--- src/rtl/mem_arb_pkg.sv ---
// Shared types and constants for the two-requester memory port arbiter.
// Includes state encoding, grant-owner values and the watchdog counter width.
package mem_arb_pkg;

  typedef enum logic [1:0] {
    ARB_IDLE  = 2'd0,
    ARB_FETCH = 2'd1,
    ARB_DATA  = 2'd2
  } arb_state_e;

  localparam logic OWN_FETCH = 1'b0;
  localparam logic OWN_DATA  = 1'b1;

  localparam int TMO_W = 16;

  function automatic arb_state_e owner_state(input logic owner);
    return (owner == OWN_DATA) ? ARB_DATA : ARB_FETCH;
  endfunction

endpackage

--- src/rtl/mem_arb_watchdog.sv ---
// Bus-response watchdog: counts stalled cycles of an outstanding transaction
// and flags expiry once the count reaches TIMEOUT_CYCLES.
module mem_arb_watchdog
  import mem_arb_pkg::*;
#(
  parameter int TIMEOUT_CYCLES = 255
) (
  input  logic clk,
  input  logic rstn,
  input  logic clear_i,
  input  logic active_i,
  input  logic mem_ready_i,
  output logic expired_o
);

  localparam logic [TMO_W-1:0] LIMIT = TMO_W'(TIMEOUT_CYCLES);

  logic [TMO_W-1:0] cnt_q;
  logic [TMO_W-1:0] cnt_d;
  logic             at_limit;

  assign at_limit  = (cnt_q == LIMIT);
  assign expired_o = active_i && at_limit;

  // Saturates at the limit so a stale count in IDLE never wraps.
  always_comb begin
    cnt_d = cnt_q;
    if (clear_i) begin
      cnt_d = '0;
    end else if (active_i && !mem_ready_i && !at_limit) begin
      cnt_d = cnt_q + TMO_W'(1);
    end
  end

  always_ff @(posedge clk or negedge rstn) begin
    if (!rstn) begin
      cnt_q <= '0;
    end else begin
      cnt_q <= cnt_d;
    end
  end

endmodule

--- src/rtl/mem_arbiter.sv ---
// Fetch / load-store arbiter for a single valid/ready memory port.
// Optional bus timeout watchdog enabled by defining ARB_TIMEOUT_EN.
module mem_arbiter
  import mem_arb_pkg::*;
#(
  parameter int ADDR_W         = 32,
  parameter int TIMEOUT_CYCLES = 255
) (
  input  logic              clk,
  input  logic              rstn,
  input  logic              i_valid,
  input  logic [ADDR_W-1:0] i_addr,
  output logic              i_ready,
  output logic [31:0]       i_rdata,
  input  logic              d_valid,
  input  logic [ADDR_W-1:0] d_addr,
  input  logic [31:0]       d_wdata,
  input  logic [3:0]        d_wstrb,
  output logic              d_ready,
  output logic [31:0]       d_rdata,
  output logic              mem_valid,
  output logic [ADDR_W-1:0] mem_addr,
  output logic [31:0]       mem_wdata,
  output logic [3:0]        mem_wstrb,
  input  logic              mem_ready,
  input  logic [31:0]       mem_rdata,
  output logic              busy,
  output logic              bus_fault
);

  if (TIMEOUT_CYCLES < 1 || TIMEOUT_CYCLES > 65535) begin : g_bad_timeout
    $error("mem_arbiter: TIMEOUT_CYCLES out of range 1..65535");
  end

  arb_state_e        state_q;
  logic              last_grant_q;
  logic              mem_valid_q;
  logic [ADDR_W-1:0] mem_addr_q;
  logic [31:0]       mem_wdata_q;
  logic [3:0]        mem_wstrb_q;

  logic grant_en;
  logic grant_own;
  logic done;
  logic abort;

  // Handshake: a transaction is presented with mem_valid held stable until the
  // single-cycle mem_ready pulse; the owner's ready mirrors that pulse only
  // while the owner still asserts valid, otherwise the response is dropped.
  assign busy    = (state_q != ARB_IDLE);
  assign done    = busy && mem_ready;
  assign i_ready = (state_q == ARB_FETCH) && mem_ready && i_valid;
  assign d_ready = (state_q == ARB_DATA) && mem_ready && d_valid;
  assign i_rdata = mem_rdata;
  assign d_rdata = mem_rdata;

  assign mem_valid = mem_valid_q;
  assign mem_addr  = mem_addr_q;
  assign mem_wdata = mem_wdata_q;
  assign mem_wstrb = mem_wstrb_q;

  // Back-to-back hand-off only goes to the other side; a repeat request from
  // the same side takes a bubble through IDLE so the other side gets a look.
  always_comb begin
    grant_en  = 1'b0;
    grant_own = OWN_FETCH;
    unique case (state_q)
      ARB_IDLE: begin
        if (i_valid && d_valid) begin
          grant_en  = 1'b1;
          grant_own = ~last_grant_q;
        end else if (i_valid) begin
          grant_en  = 1'b1;
          grant_own = OWN_FETCH;
        end else if (d_valid) begin
          grant_en  = 1'b1;
          grant_own = OWN_DATA;
        end
      end
      ARB_FETCH: begin
        if (mem_ready && d_valid) begin
          grant_en  = 1'b1;
          grant_own = OWN_DATA;
        end
      end
      ARB_DATA: begin
        if (mem_ready && i_valid) begin
          grant_en  = 1'b1;
          grant_own = OWN_FETCH;
        end
      end
      default: begin
        grant_en  = 1'b0;
        grant_own = OWN_FETCH;
      end
    endcase
  end

  always_ff @(posedge clk or negedge rstn) begin
    if (!rstn) begin
      state_q      <= ARB_IDLE;
      last_grant_q <= OWN_DATA;
      mem_valid_q  <= 1'b0;
      mem_addr_q   <= '0;
      mem_wdata_q  <= '0;
      mem_wstrb_q  <= '0;
    end else if (grant_en) begin
      state_q      <= owner_state(grant_own);
      last_grant_q <= grant_own;
      mem_valid_q  <= 1'b1;
      if (grant_own == OWN_DATA) begin
        mem_addr_q  <= d_addr;
        mem_wdata_q <= d_wdata;
        mem_wstrb_q <= d_wstrb;
      end else begin
        mem_addr_q  <= i_addr;
        mem_wdata_q <= '0;
        mem_wstrb_q <= '0;
      end
    end else if (done || abort) begin
      state_q     <= ARB_IDLE;
      mem_valid_q <= 1'b0;
    end
  end

`ifdef ARB_TIMEOUT_EN
  logic wd_expired;
  logic bus_fault_q;

  mem_arb_watchdog #(
    .TIMEOUT_CYCLES(TIMEOUT_CYCLES)
  ) u_watchdog (
    .clk        (clk),
    .rstn       (rstn),
    .clear_i    (grant_en),
    .active_i   (busy),
    .mem_ready_i(mem_ready),
    .expired_o  (wd_expired)
  );

  // A response landing on the expiry cycle wins over the abort.
  assign abort = wd_expired && !mem_ready;

  always_ff @(posedge clk or negedge rstn) begin
    if (!rstn) begin
      bus_fault_q <= 1'b0;
    end else begin
      bus_fault_q <= abort;
    end
  end

  assign bus_fault = bus_fault_q;
`else
  assign abort     = 1'b0;
  assign bus_fault = 1'b0;
`endif

endmodule

--- config.mk ---
export PLATFORM = sky130hd
export DESIGN_NAME = mem_arbiter
export DESIGN_NICKNAME = d
export VERILOG_FILES = /design/src/rtl/mem_arb_pkg.sv /design/src/rtl/mem_arb_watchdog.sv /design/src/rtl/mem_arbiter.sv
export SDC_FILE = /design/constraint.sdc
export NUM_CORES = 1
export LEC_CHECK = 0
export CAP_MARGIN = 40
export CORE_AREA = 2 2 105 107
export DETAILED_ROUTE_END_ITERATION = 8
export DIE_AREA = 0 0 107 109
export PLACE_DENSITY_LB_ADDON = 0.12
export SETUP_SLACK_MARGIN = 0.1
export SLEW_MARGIN = 40
export SYNTH_ARGS = -nofsm -noshare
export SYNTH_HDL_FRONTEND = slang
export SYNTH_HIERARCHICAL = 1
export SYNTH_SLANG_ARGS = --single-unit
--- constraint.sdc ---
create_clock -name clk -period 4.58 [get_ports clk]
set_input_delay 0.458 -clock clk [delete_from_list [all_inputs] [get_ports clk]]
set_output_delay 0.458 -clock clk [all_outputs]
set_load 0.02 [all_outputs]
==> reports/summary.log <==
qor: yosys.postSynthCellCount 289
qor: place.place_area 0.004964 mm^2
qor: setup_path.reg2reg_setup_slack 2.22 ns
qor: routing.detail_route.wirelength 10.05 mm
qor: yosys.synthAdderAreaFrac 0%
qor: floorplan.die_width 107 um
qor: clock_network.cts.root.buffer_cell sky130_fd_sc_hd__clkbuf_8
qor: routing.vias_per_cell 5.245
qor: timing.relSlewSlack 48.48%
qor: routing.routed-via-count 2785
qor: yosys.yosys-mux-area-fraction 0%
qor: timing.max_slew.worst_pin.slew 0.7728 ns
qor: setup_path.crit_arrival 2.63 ns
qor: setup_path.worst_ep_required_time 4.81 ns
qor: timing.grt_setup_unrepaired false
qor: clock_network.cts_tree yes
qor: grt.grt_start_max_net_pins 73
qor: grt.global_route.usage.met3 5.738%
qor: final_layout.nNetsFinal 523
qor: clock_network.cts_made_buffers 9
qor: place.place_inst 514
qor: clock_network.post-cts-setup-buffer-count 0
qor: final_layout.layout-area-overhead-vs-synth 44.67%
qor: power.leakage 2.164 nW
qor: setup_path.crit_path_max_fanout 69
qor: timing.final.setup.tns 0 ns
qor: yosys.synth_xor_xnor_area_share 0%
qor: job.max-cap-violations 0
qor: power.total_design_power 3.445 mW
qor: place.preCtsSetupSlack 1.832 ns
qor: yosys.yosysSeqAreaShare 50.02%
qor: timing.maximum_achievable_frequency 415.7 MHz
qor: yosys.synth.top_cells.by_area sky130_fd_sc_hd__dfrtp_1 49%, sky130_fd_sc_hd__buf_4 15%, sky130_fd_sc_hd__o2111a_1 10%, sky130_fd_sc_hd__a221o_1 8.9%, sky130_fd_sc_hd__a22o_1 8.7%
qor: timing.final_max_slew_viol_count 0
qor: timing.setup_viol 0
qor: timing.final.hold.worst_slack 0.1135 ns
qor: yosys.synth_simple_gate_area_share 2.083%
qor: clock_network.clk-insertion-delay-late 0.34 ns
qor: grt.global_route.peak_usage_layer met2
qor: yosys.yosys_warnings 6
qor: yosys.net_count_synth 426
qor: grt.first_global_vias 2989
qor: yosys.synth_seq_cells 72
qor: yosys.synth-edff-count 0
qor: grt.grt_first_pass_wirelength 15.50 mm
qor: final_layout.layout.core_utilization 49.19%
qor: final_layout.final_cells 531
qor: floorplan.floorplan.die_area 0.01166 mm^2
qor: setup_path.worstSetupEndpointType flip-flop
qor: yosys.synth_largest_area_cell sky130_fd_sc_hd__dfrtp_1
qor: power.cellPowerDensity 660.6 mW/mm^2
qor: grt.globalRouteOverflowTotal 0
qor: timing.final_period_minus_worst_setup_slack 2.406 ns
qor: setup_path.critPathLaunchType input pin
qor: routing.first_drt_pass_iteration_count 4
qor: clock_network.clock_path_buffers 2
qor: yosys.yosys_most_used_dff sky130_fd_sc_hd__dfrtp_1
qor: grt.groute.layer.met2.usage 27.02%
qor: yosys.ys_top_cells_by_count 71 x sky130_fd_sc_hd__dfrtp_1, 70 x sky130_fd_sc_hd__buf_4, 36 x sky130_fd_sc_hd__a22o_1
qor: routing.detail_route.wl_per_cell 18.93 um
qor: hold_path.min-delay-path-class in2async
qor: grt.grt_antenna_before_repair 0
qor: yosys.ys_async_sr_fraction 100.0%
qor: clock_network.post_cts_hold_buffer_count 0
qor: floorplan.die_h 109 um
qor: setup_path.critPathLaunch i_valid
qor: clock_network.cts.sink_count 72
qor: timing.finalWorstSetupSlack 2.174 ns
qor: routing.drt_iter0_drc 148
qor: grt.global_route.usage.met1 21.49%
qor: final_layout.num_antenna_cells 0
qor: setup_path.critical_path.reg2reg.startpoint state_q[0]$_DFFE_PN0P_
qor: floorplan.boundaryPins 274
qor: final_layout.final_design_instance_area_without_fill 0.005215 mm^2
qor: place.post-dp-hpwl 6.567 mm
qor: floorplan.floorplan.core_area 0.01060 mm^2
qor: timing.timing.final.hold_violations 0
qor: yosys.synth_top_area_share 49.29%
qor: grt.grt_total_usage 17.30%
qor: routing.drt_drc_violations_left 0
qor: routing.ant_nets 0
qor: floorplan.core.rowCount 38
qor: clock_network.cts.repair.resized 0
qor: outcome.outcome completed
qor: yosys.combinational_family_with_the_most_area_after_synthesis compound AO/OA/AOI/OAI gates
qor: place.portBuffers 176
qor: yosys.synth_compound_area_share 29.82%
qor: yosys.post_synth_num_cell_types 22
qor: yosys.post_synth.cell_area_avg 12.47 um^2
qor: setup_path.critical_path_class in2reg
qor: yosys.post_synth_instance_area 0.003605 mm^2
qor: timing.fin_crit_sh 52.52%
qor: clock_network.cts.clk_slew.worst_paths 0.08 ns
qor: clock_network.cts_htree_levels 3
qor: yosys.cell_with_the_most_instances_after_synthesis sky130_fd_sc_hd__dfrtp_1
qor: floorplan.initial_utilization 34.00%
qor: timing.final.setup_skew 0.008290 ns
qor: final_layout.post_route_cells_drive_above_1_share 7.161%
qor: place.routabilityCongestion 0.7590
qor: power.vdd_drop_max 0.0002693 V
==> report_power, final <==
group | leakage [nW] | switching, mW | internal, mW
Sequential | 0.910 | 0.234 | 0.929
Clock | 0.115 | 0.238 | 0.351
Combinational | 1.14 | 0.823 | 0.869
Total | 2.16 | 1.30 | 2.15
==> critical path, stage by stage <==
cell                              delay, ns
sky130_fd_sc_hd__clkdlybuf4s50_1       0.47
sky130_fd_sc_hd__nor2b_4               0.52
sky130_fd_sc_hd__buf_8                 0.24
sky130_fd_sc_hd__a22oi_2               0.09
sky130_fd_sc_hd__buf_4                 0.36
sky130_fd_sc_hd__a221o_1               0.45
==> state kept, by name, indices dropped and copies added, names as in the netlist <==
| signal | count |
|---|---|
| mem_valid | 1 |
| mem_wdata | 32 |
| state_q | 2 |
| mem_wstrb | 4 |
| mem_addr | 32 |
| last_grant_q | 1 |
==> path summary, 6_finish.rpt <==
kind / end / cells past startpoint
worst max-delay path: mem_addr[2]$_DFFE_PN0P_ / 6
worst min-delay path: mem_addr[19]$_DFFE_PN0P_ / 1
worst max register to register: mem_addr[2]$_DFFE_PN0P_ / 5
worst min register to register: mem_valid$_DFFE_PN0P_ / 2
max in group asynchronous: mem_wdata[31]$_DFFE_PN0P_ / 1
min in group clk: mem_valid$_DFFE_PN0P_ / 2
==> kinds of logic after synthesis <==
family          Yosys count
simple gates             12
buf+inv                  97
other cells               1
flops                    72
compound gates          107
==> final cells by class <==
class / instances / area [um^2]
fill: 959 / 5388
inverter: 1 / 3.754
multi-input combinational: 120 / 1161
sequential: 72 / 1803
clock inverter: 4 / 75.07
timing repair buffer: 182 / 1832
clock buffer: 12 / 165.2
tap: 140 / 175.2
==> metal layers <==
layer,share of wire [%],vias to the layer above
li1,-,1256
met1,43,1354
met2,46,139
met3,8.2,36
met4,2.7,0
met5,0,-
==> placed cells by master (no fill, tap or decap), drive strengths merged <==
| cell | n |
|---|---|
| or2 | 1 |
| buf | 7 |
| and4b | 2 |
| nand2 | 3 |
| a22oi | 1 |
| o21ai | 1 |
| dfrtp | 71 |
| a22o | 36 |
| a32o | 1 |
| bufinv | 2 |
| o2111a | 32 |
| o211a | 1 |
| inv | 1 |
| dfstp | 1 |
| clkdlybuf4s50 | 175 |
| a21o | 2 |
| a221o | 32 |
| conb | 1 |
| nor2b | 2 |
| clkinvlp | 2 |
| nand2b | 4 |
| a221oi | 1 |
| clkbuf | 12 |
No activity file was read; power rests on OpenSTA's default activity.
